## src/rtl/dec_scan_pkg.sv

```systemverilog
// Shared definitions for the dec_scan_nx decoder/scan sequencer:
// FSM state encoding and mode encoding.
package dec_scan_pkg;

  typedef enum logic [1:0] {
    ST_IDLE   = 2'd0,
    ST_DIRECT = 2'd1,
    ST_SCAN   = 2'd2
  } state_e;

  localparam logic MODE_DIRECT = 1'b0;
  localparam logic MODE_SCAN   = 1'b1;

endpackage

```

## src/rtl/dec_scan_nx_if.sv

```systemverilog
// Control and output bundle of dec_scan_nx. The optional wrap pulse only
// exists when DEC_WRAP_PULSE_EN is defined.
interface dec_scan_nx_if #(
  parameter int N       = 3,
  parameter int DWELL_W = 4
);

  logic               en;
  logic               mode;
  logic [N-1:0]       sel;
  logic [DWELL_W-1:0] dwell;
  logic [2**N-1:0]    d;
  logic [N-1:0]       idx;
  logic               valid;
`ifdef DEC_WRAP_PULSE_EN
  logic               wrap;
`endif

  modport master (
    output en, mode, sel, dwell,
    input  d, idx, valid
`ifdef DEC_WRAP_PULSE_EN
    , input wrap
`endif
  );

  modport slave (
    input  en, mode, sel, dwell,
    output d, idx, valid
`ifdef DEC_WRAP_PULSE_EN
    , output wrap
`endif
  );

endinterface

```

## src/rtl/dec_scan_nx_onehot_dec.sv

```systemverilog
// Purely combinational binary to one-hot decoder: onehot = 1 << bin.
module onehot_dec #(
  parameter int N = 3
) (
  input  logic [N-1:0]    bin,
  output logic [2**N-1:0] onehot
);

  always_comb begin
    onehot      = '0;
    onehot[bin] = 1'b1;
  end

endmodule

```

## src/rtl/dec_scan_nx.sv

```systemverilog
// Registered N-to-2**N one-hot decoder with DIRECT and SCAN modes.
// Optional registered wrap pulse enabled by DEC_WRAP_PULSE_EN.
module dec_scan_nx #(
  parameter int N       = 3,
  parameter int DWELL_W = 4
) (
  input  logic         clk,
  input  logic         rst_n,
  dec_scan_nx_if.slave bus
);

  import dec_scan_pkg::*;

  localparam logic [N-1:0] IDX_MAX = '1;

  state_e             state, state_nxt;
  logic [N-1:0]       idx, idx_nxt;
  logic [DWELL_W-1:0] cnt, cnt_nxt;
  logic [2**N-1:0]    d, dec_out;
  logic               valid;
`ifdef DEC_WRAP_PULSE_EN
  logic               wrap, wrap_nxt;
`endif

  // Decoding the next index lets D be a true register that is, by
  // construction, exactly the one-hot image of the registered Idx.
  onehot_dec #(.N(N)) u_dec (
    .bin    (idx_nxt),
    .onehot (dec_out)
  );

  always_comb begin
    state_nxt = ST_IDLE;
    if (bus.en) begin
      state_nxt = (bus.mode == MODE_SCAN) ? ST_SCAN : ST_DIRECT;
    end
  end

  // NOTE: every variable gets a default before the case so no path leaves it
  // unassigned; otherwise synthesis infers a latch.
  always_comb begin
    idx_nxt  = idx;
    cnt_nxt  = '0;
`ifdef DEC_WRAP_PULSE_EN
    wrap_nxt = 1'b0;
`endif
    case (state_nxt)
      ST_DIRECT: idx_nxt = bus.sel;
      ST_SCAN: begin
        if (state != ST_SCAN) begin
          idx_nxt = '0;
        end else if (cnt >= bus.dwell) begin
          // >= rather than == so a dwell lowered below the count steps at once
          idx_nxt  = idx + 1'b1;
`ifdef DEC_WRAP_PULSE_EN
          wrap_nxt = (idx == IDX_MAX);
`endif
        end else begin
          cnt_nxt = cnt + 1'b1;
        end
      end
      default: idx_nxt = idx;
    endcase
  end

  // NOTE: sequential state uses non-blocking assignments so every register
  // samples the pre-edge values, independent of statement order.
  always_ff @(posedge clk) begin
    if (!rst_n) begin
      state <= ST_IDLE;
      idx   <= '0;
      cnt   <= '0;
      d     <= '0;
      valid <= 1'b0;
`ifdef DEC_WRAP_PULSE_EN
      wrap  <= 1'b0;
`endif
    end else begin
      state <= state_nxt;
      idx   <= idx_nxt;
      cnt   <= cnt_nxt;
      valid <= (state_nxt != ST_IDLE);
      d     <= (state_nxt != ST_IDLE) ? dec_out : '0;
`ifdef DEC_WRAP_PULSE_EN
      wrap  <= wrap_nxt;
`endif
    end
  end

  assign bus.d     = d;
  assign bus.idx   = idx;
  assign bus.valid = valid;
`ifdef DEC_WRAP_PULSE_EN
  assign bus.wrap  = wrap;
`endif

endmodule

```

## src/flat_wrapper.sv

```systemverilog
// flat-port wrapper written by rule: the top's interface ports become plain ports
module dec_scan_nx_flat import dec_scan_pkg::*;
#(
  parameter int N       = 3,
  parameter int DWELL_W = 4
)
  (clk, rst_n, bus_en, bus_mode, bus_sel, bus_dwell, bus_d, bus_idx, bus_valid);
  dec_scan_nx_if #(.N(N), .DWELL_W(DWELL_W)) bus_i ();
  input  logic clk;
  input  logic rst_n;
  input wire logic [$bits(bus_i.en)-1:0] bus_en;
  input wire logic [$bits(bus_i.mode)-1:0] bus_mode;
  input wire logic [$bits(bus_i.sel)-1:0] bus_sel;
  input wire logic [$bits(bus_i.dwell)-1:0] bus_dwell;
  output wire logic [$bits(bus_i.d)-1:0] bus_d;
  output wire logic [$bits(bus_i.idx)-1:0] bus_idx;
  output wire logic [$bits(bus_i.valid)-1:0] bus_valid;
  assign bus_i.en = bus_en;
  assign bus_i.mode = bus_mode;
  assign bus_i.sel = bus_sel;
  assign bus_i.dwell = bus_dwell;
  assign bus_d = bus_i.d;
  assign bus_idx = bus_i.idx;
  assign bus_valid = bus_i.valid;
  dec_scan_nx #(.N(N), .DWELL_W(DWELL_W)) u_core (.clk(clk), .rst_n(rst_n), .bus(bus_i));
endmodule
```

## config.mk

```make
export PLATFORM = sky130hd
export DESIGN_NAME = dec_scan_nx_flat
export DESIGN_NICKNAME = d
export VERILOG_FILES = /design/src/rtl/dec_scan_pkg.sv /design/src/rtl/dec_scan_nx_if.sv /design/src/rtl/dec_scan_nx_onehot_dec.sv /design/src/rtl/dec_scan_nx.sv /design/src/flat_wrapper.sv
export SDC_FILE = /design/constraint.sdc
export NUM_CORES = 1
export LEC_CHECK = 0
export ABC_AREA = 0
export ABC_CLOCK_PERIOD_IN_PS = 2230
export CAP_MARGIN = 0
export CORE_MARGIN = 4
export CORE_UTILIZATION = 47
export CTS_CLUSTER_SIZE = 25
export DETAILED_ROUTE_END_ITERATION = 7
export PLACE_DENSITY = 0.87
export SYNTH_ARGS = -nofsm -noshare
export SYNTH_HDL_FRONTEND = slang
export SYNTH_SLANG_ARGS = --single-unit
```

## constraint.sdc

```tcl
create_clock -name clk -period 2.23 [get_ports clk]
set_input_delay 0.5575 -clock clk [delete_from_list [all_inputs] [get_ports clk]]
set_output_delay 0.5575 -clock clk [all_outputs]
set_load 0.02 [all_outputs]
```

==> results of run 1 <==
## worst max-delay path, delay by kind of cell
family                     cells  cell delay (ns)
AOI/OAI and AO/OA              3             0.58
adders and majority gates      1             0.30
buffers and inverters          5             0.88
and+or+nand+nor                1             0.14
## logic make-up (layout without fill, tap and decap cells)
family / Yosys count / count (layout) / share of synthesized area
AND/OR/NAND/NOR: 38 / 38 / 0.259
adder cells (fa/ha/maj): 6 / 6 / 0.0841
AO/OA/AOI/OAI: 21 / 21 / 0.170
XOR/XNOR: 2 / 2 / 0.0196
flip-flops: 18 / 18 / 0.404
buffers and inverters: 11 / 51 / 0.0631
## flip-flops by register name, summed over array words and instances, names as in the netlist
register / flops
u_core.bus.d: 8
u_core.bus.idx: 3
u_core.bus.valid: 1
u_core.cnt: 4
u_core.state: 2
## metal layers
layer | up-vias | GRT usage | part of all wire
li1 | 422 | - | -
met5 | - | 0 | 0
met2 | 37 | 0.324 | 0.49
met1 | 399 | 0.205 | 0.42
met4 | 0 | 0.0830 | 0.043
met3 | 11 | 0.0287 | 0.046
## cell usage in the layout, fill, tap and decap left out, types with 2 or more instances in the layout
| master | count |
|---|---|
| a211oi_1 | 3 |
| nand2_1 | 6 |
| inv_1 | 6 |
| o21ai_0 | 2 |
| nor2b_4 | 2 |
| nand3_1 | 2 |
| o21ai_4 | 2 |
| nor2_1 | 5 |
| ha_2 | 2 |
| inv_2 | 3 |
| nor3_1 | 3 |
| nor3_2 | 2 |
| nor4_2 | 3 |
| dfxtp_1 | 18 |
| ha_1 | 3 |
| a21oi_1 | 3 |
| clkbuf_4 | 3 |
| clkdlybuf4s50_1 | 21 |
| buf_4 | 16 |
## area by class of cell
cell class,count,area share
multi-input cells,67,0.428
flip-flops and latches,18,0.256
clock buffers,4,0.0258
repair buffers,38,0.244
inverters,9,0.0240
well taps,25,0.0222
## power groups by stage
stage / registers (mW) / clock network, mW / logic [mW]
6_report: 0.336 / 0.206 / 0.126
5_1_grt: 0.337 / 0.220 / 0.135
4_1_cts: 0.336 / 0.203 / 0.104
3_5_place_dp: 0.343 / 0 / 0.102
3_3_place_gp: 0.343 / 0 / 0.100
2_1_floorplan: 0.351 / 0 / 0.0441
## what timing repair did
| item | 4_1_cts | 5_1_grt |
|---|---|---|
| setup endpoints to repair | 1 | 8 |
| pin swaps | 0 | 12 |
| setup buffers | 0 | 2 |
| resized for setup | 1 | 25 |
## path summary, 6_finish.rpt
path	startpoint	end	slack, ns	cells past startpoint
max	bus_dwell[1]	u_core.bus.d[6]	-0.01	10
min	u_core.cnt[0]	u_core.cnt[0]	0.57	1
max reg2reg	u_core.cnt[0]	u_core.bus.d[1]	0.21	7
min reg2reg	u_core.cnt[0]	u_core.cnt[0]	0.57	1
==> run metrics, run 1 <==
Hold WS=0.572 ns; Required @ worst endpoint=2.45 ns; Sequential Area=360 um2; TritonRoute pass-1 iters=4; Seq cells post-synth=18; CTS Sinks=18; largest net degree at the start of global routing=11; Syn Inst Count=96; critical path's slowest cell=clkdlybuf4s50_1; initial antenna violation count=0; cell mode on critical path=buf_4; Post-synth ARST share=0; Nets=154; top cell type's share of synthesized area=0.404; Syn Area/Cell=9.29 um2; Post-synth top cells=dfxtp_1, inv_1, ha_1, nand2_1; sw frac=0.262; Initial DRC Count=14; crit-path cells=clkdlybuf4s50_1 > inv_1 > ha_2 > inv_2 > o21a_1 > buf_4 > nor2_4 > o211ai_1 > buf_4 > a211oi_1; Placed Area=1230 um2; clock power share=0.308; multi-input logic area=602 um2; Fillers=119; number of vias per cell=5.40; nature of the critical path endpoint=flop; Worst-Margin Slew=0.870 ns; Synth area leaders=dfxtp_1, ha_1, a211oi_1; Setup violations, final=2; Row Count=15; IO Count=23; Final Critical Period=2.24 ns; Yosys cell types=39; CP arrival=2.47 ns; Pwr Density=475 nW/um2; cell type contributing the most total cell area after synthesis=dfxtp_1; syn_nets=113; H-tree levels=1; Hold WC Path Type=flop to flop; share of layout cells above drive strength 1=0.331; outcome=complete, but fails checks; max-cap check violation count=0; Post-Syn Area=892 um2; RSZ-0062 raised after global routing=true; total number of yosys warnings=0; Comb pwr share=0.189; die width=51.6 um; Die Y=51.6 um; fin util=0.797; final period utilization=1.01; DR WL/cell=15.7 um; total global routing overflow=0; Internal=0.493 mW; GP Congestion=0.768; hold_buf cts=0; core area=1760 um2; Tot GR Track Use=0.180; post-route insts no fill=161; Placed Cells=155; Fin Setup TNS=-0.0151 ns; Post-DP HPWL=1570 um; CTS root buffer=clkbuf_4; vias post-DR=869; area grow syn2layout=57.6%; CTS tree=done; first-pass GRT wire length=3640 um; sequential area share after synthesis=0.404; relative slew slack=0.415; Post-Route WL=2520 um; fraction of power consumed by sequential logic=0.503; Final ANT Viol Nets=0; skew final=0.0109 ns; starting density of the core=0.506; CP startpoint kind=primary input; design area=1410 um2; Hold Vio Cnt, Final=0; maximum clock insertion buffer count=2; Reg clk slew, reported paths=0.11 ns; most frequent cell after synthesis=dfxtp_1; power after layout=0.668 mW; Max VDD drop=0.000413 V; kind of critical path=primary input to flop; n_diodes=0; worst skew pair latency=0.31 ns; top_reg_cell synth=dfxtp_1; CP max stage delay=0.46 ns; Slew Limit Fails=0; Highest Clock Rate=446 MHz; P_sw=0.175 mW; crit path max fanout=5; CTS Buf Count=3; pre-CTS setup slack=-0.305 ns; vias in the first global route=846; EDFF count, synth=0; failing checks=setup timing; IO Port Bufs=22; DRC violations left=0; leakage power=0.579 nW; setup ws final=-0.0133 ns; die area=2660 um2
Power figures use the tool's default switching activity.
==> run 2: changes to the inputs <==
CAP_MARGIN = not set   (was 0)
CORE_UTILIZATION = 49   (was 47)
CTS_BUF_LIST = sky130_fd_sc_hd__clkbuf_8   (was not set)
CTS_CLUSTER_SIZE = 14   (was 25)
PLACE_DENSITY = 0.9   (was 0.87)
==> run 2 against run 1 <==
Clock power rose by 35%. Non-clock buffer count rose by 1. Power rose by 14%. Worst hold slack got worse by 0.020 ns. The run still ends with setup timing left.
==> run metrics, run 2 (synthesis results as in run 1) <==
die area=2570 um2; max reg flops=8; IO Port Bufs=22; CTS Buf Count=3; CP startpoint kind=primary input; Highest Clock Rate=431 MHz; Buf/Inv on CP=3; starting density of the core=0.517; vias in the first global route=873; failing checks=setup timing; largest net degree at the start of global routing=11; Final ANT Viol Nets=0; n_diodes=0; vias post-DR=1007; total global routing overflow=0; Pwr Density=503 nW/um2; hold path depth=1; maximum clock insertion buffer count=2; pre-CTS setup slack=-0.283 ns; CP max stage delay=0.46 ns; CP arrival=2.49 ns; first-pass GRT wire length=3660 um; GP Congestion=0.785; critical path's slowest cell=clkdlybuf4s50_1; Post-Route WL=3300 um; Setup violations, final=11; crit-path cells=clkdlybuf4s50_1 > inv_1 > ha_2 > nor3_2 > buf_4 > o21ai_4 > and4_4 > o21a_4 > nor4_2; Hold WS=0.553 ns; Reg clk slew, reported paths=0.07 ns; crit path max fanout=5; Initial DRC Count=40; relative slew slack=0.471; Worst-Margin Slew=0.786 ns; Hold WC Path Type=flop to flop; design area=1520 um2; number of vias per cell=6.22; outcome=complete, but fails checks; Nets=155; final period utilization=1.04; Slew Limit Fails=0; initial antenna violation count=0; H-tree levels=1; Tot GR Track Use=0.193; Final Critical Period=2.32 ns; leading cell type in the layout, fill and taps excluded=clkdlybuf4s50_1; die width=50.7 um; CTS tree=done; Hold Vio Cnt, Final=0; core area=1730 um2; area grow syn2layout=70.0%; nature of the critical path endpoint=flop; RSZ-0062 raised after global routing=true; CP top delay family=simple AND/OR/NAND/NOR gates; most frequent cells in the layout=clkdlybuf4s50_1, dfxtp_1, buf_4, nand2_1; Largest regs=u_core.bus.d (8), u_core.cnt (4), u_core.bus.idx (3); Max VDD drop=0.000676 V; DR WL/cell=20.4 um; max-cap check violation count=0; TritonRoute pass-1 iters=4; R2R depth=8; DRC violations left=0; worst skew pair latency=0.26 ns; Placed Area=1220 um2; share of layout cells above drive strength 1=0.394; CTS Sinks=18; power after layout=0.763 mW; Die Y=50.7 um; Row Count=15; skew final=0.00251 ns; IO Count=23; Levels on crit path=9; kind of critical path=primary input to flop; Fillers=85; Fin Setup TNS=-0.555 ns; leakage power=0.620 nW; largest register by flop count=u_core.bus.d; CTS root buffer=clkbuf_8; hold_buf cts=0; Post-DP HPWL=1630 um; Required @ worst endpoint=2.40 ns; setup ws final=-0.0918 ns
-- run 2: routing by layer --
layer | wire [um] | track usage | share of wire
met1 | 1240 | 0.214 | 0.38
met2 | 1670 | 0.337 | 0.51
met3 | 195 | 0.0415 | 0.059
met4 | 191 | 0.112 | 0.058
met5 | 0 | 0 | 0
-- run 2: layout make-up --
cell class | instances | area (um2) | share of cell area
multi-input cells | 67 | 681 | 0.449
flip-flops and latches | 18 | 360 | 0.238
repair buffers | 39 | 355 | 0.234
clock buffers | 4 | 55.1 | 0.0363
inverters | 9 | 33.8 | 0.0223
well taps | 25 | 31.3 | 0.0206
-- run 2: through the flow --
| step | cells | util |
|---|---|---|
| finish | 162 | 0.878 |
| global route | 162 | 0.878 |
| CTS | 158 | 0.744 |
| detailed placement | 154 | 0.706 |
| global placement | 154 | 0.706 |
| floorplan | 96 | - |
-- run 2: report_power, final --
| part | total (mW) | internal, mW | leakage (nW) | switching [mW] |
|---|---|---|---|---|
| Sequential | 0.337 | 0.330 | 0.146 | 0.00702 |
| Clock | 0.279 | 0.157 | 0.0288 | 0.122 |
| Combinational | 0.147 | 0.0708 | 0.445 | 0.0762 |
-- run 2: worst paths after layout --
kind / start / to / slack, ns
min: u_core.cnt[0] / u_core.cnt[0] / 0.55
min reg2reg: u_core.cnt[0] / u_core.cnt[0] / 0.55
max reg2reg: u_core.cnt[0] / u_core.bus.d[0] / 0.10
max: bus_dwell[3] / u_core.bus.d[2] / -0.09
-- run 2: repair_timing --
action,CTS,global route
gates resized for setup,2,39
setup endpoints to repair,4,11
pin swaps,0,13
endpoints found under the hold margin,0,0
buffers inserted,0,4
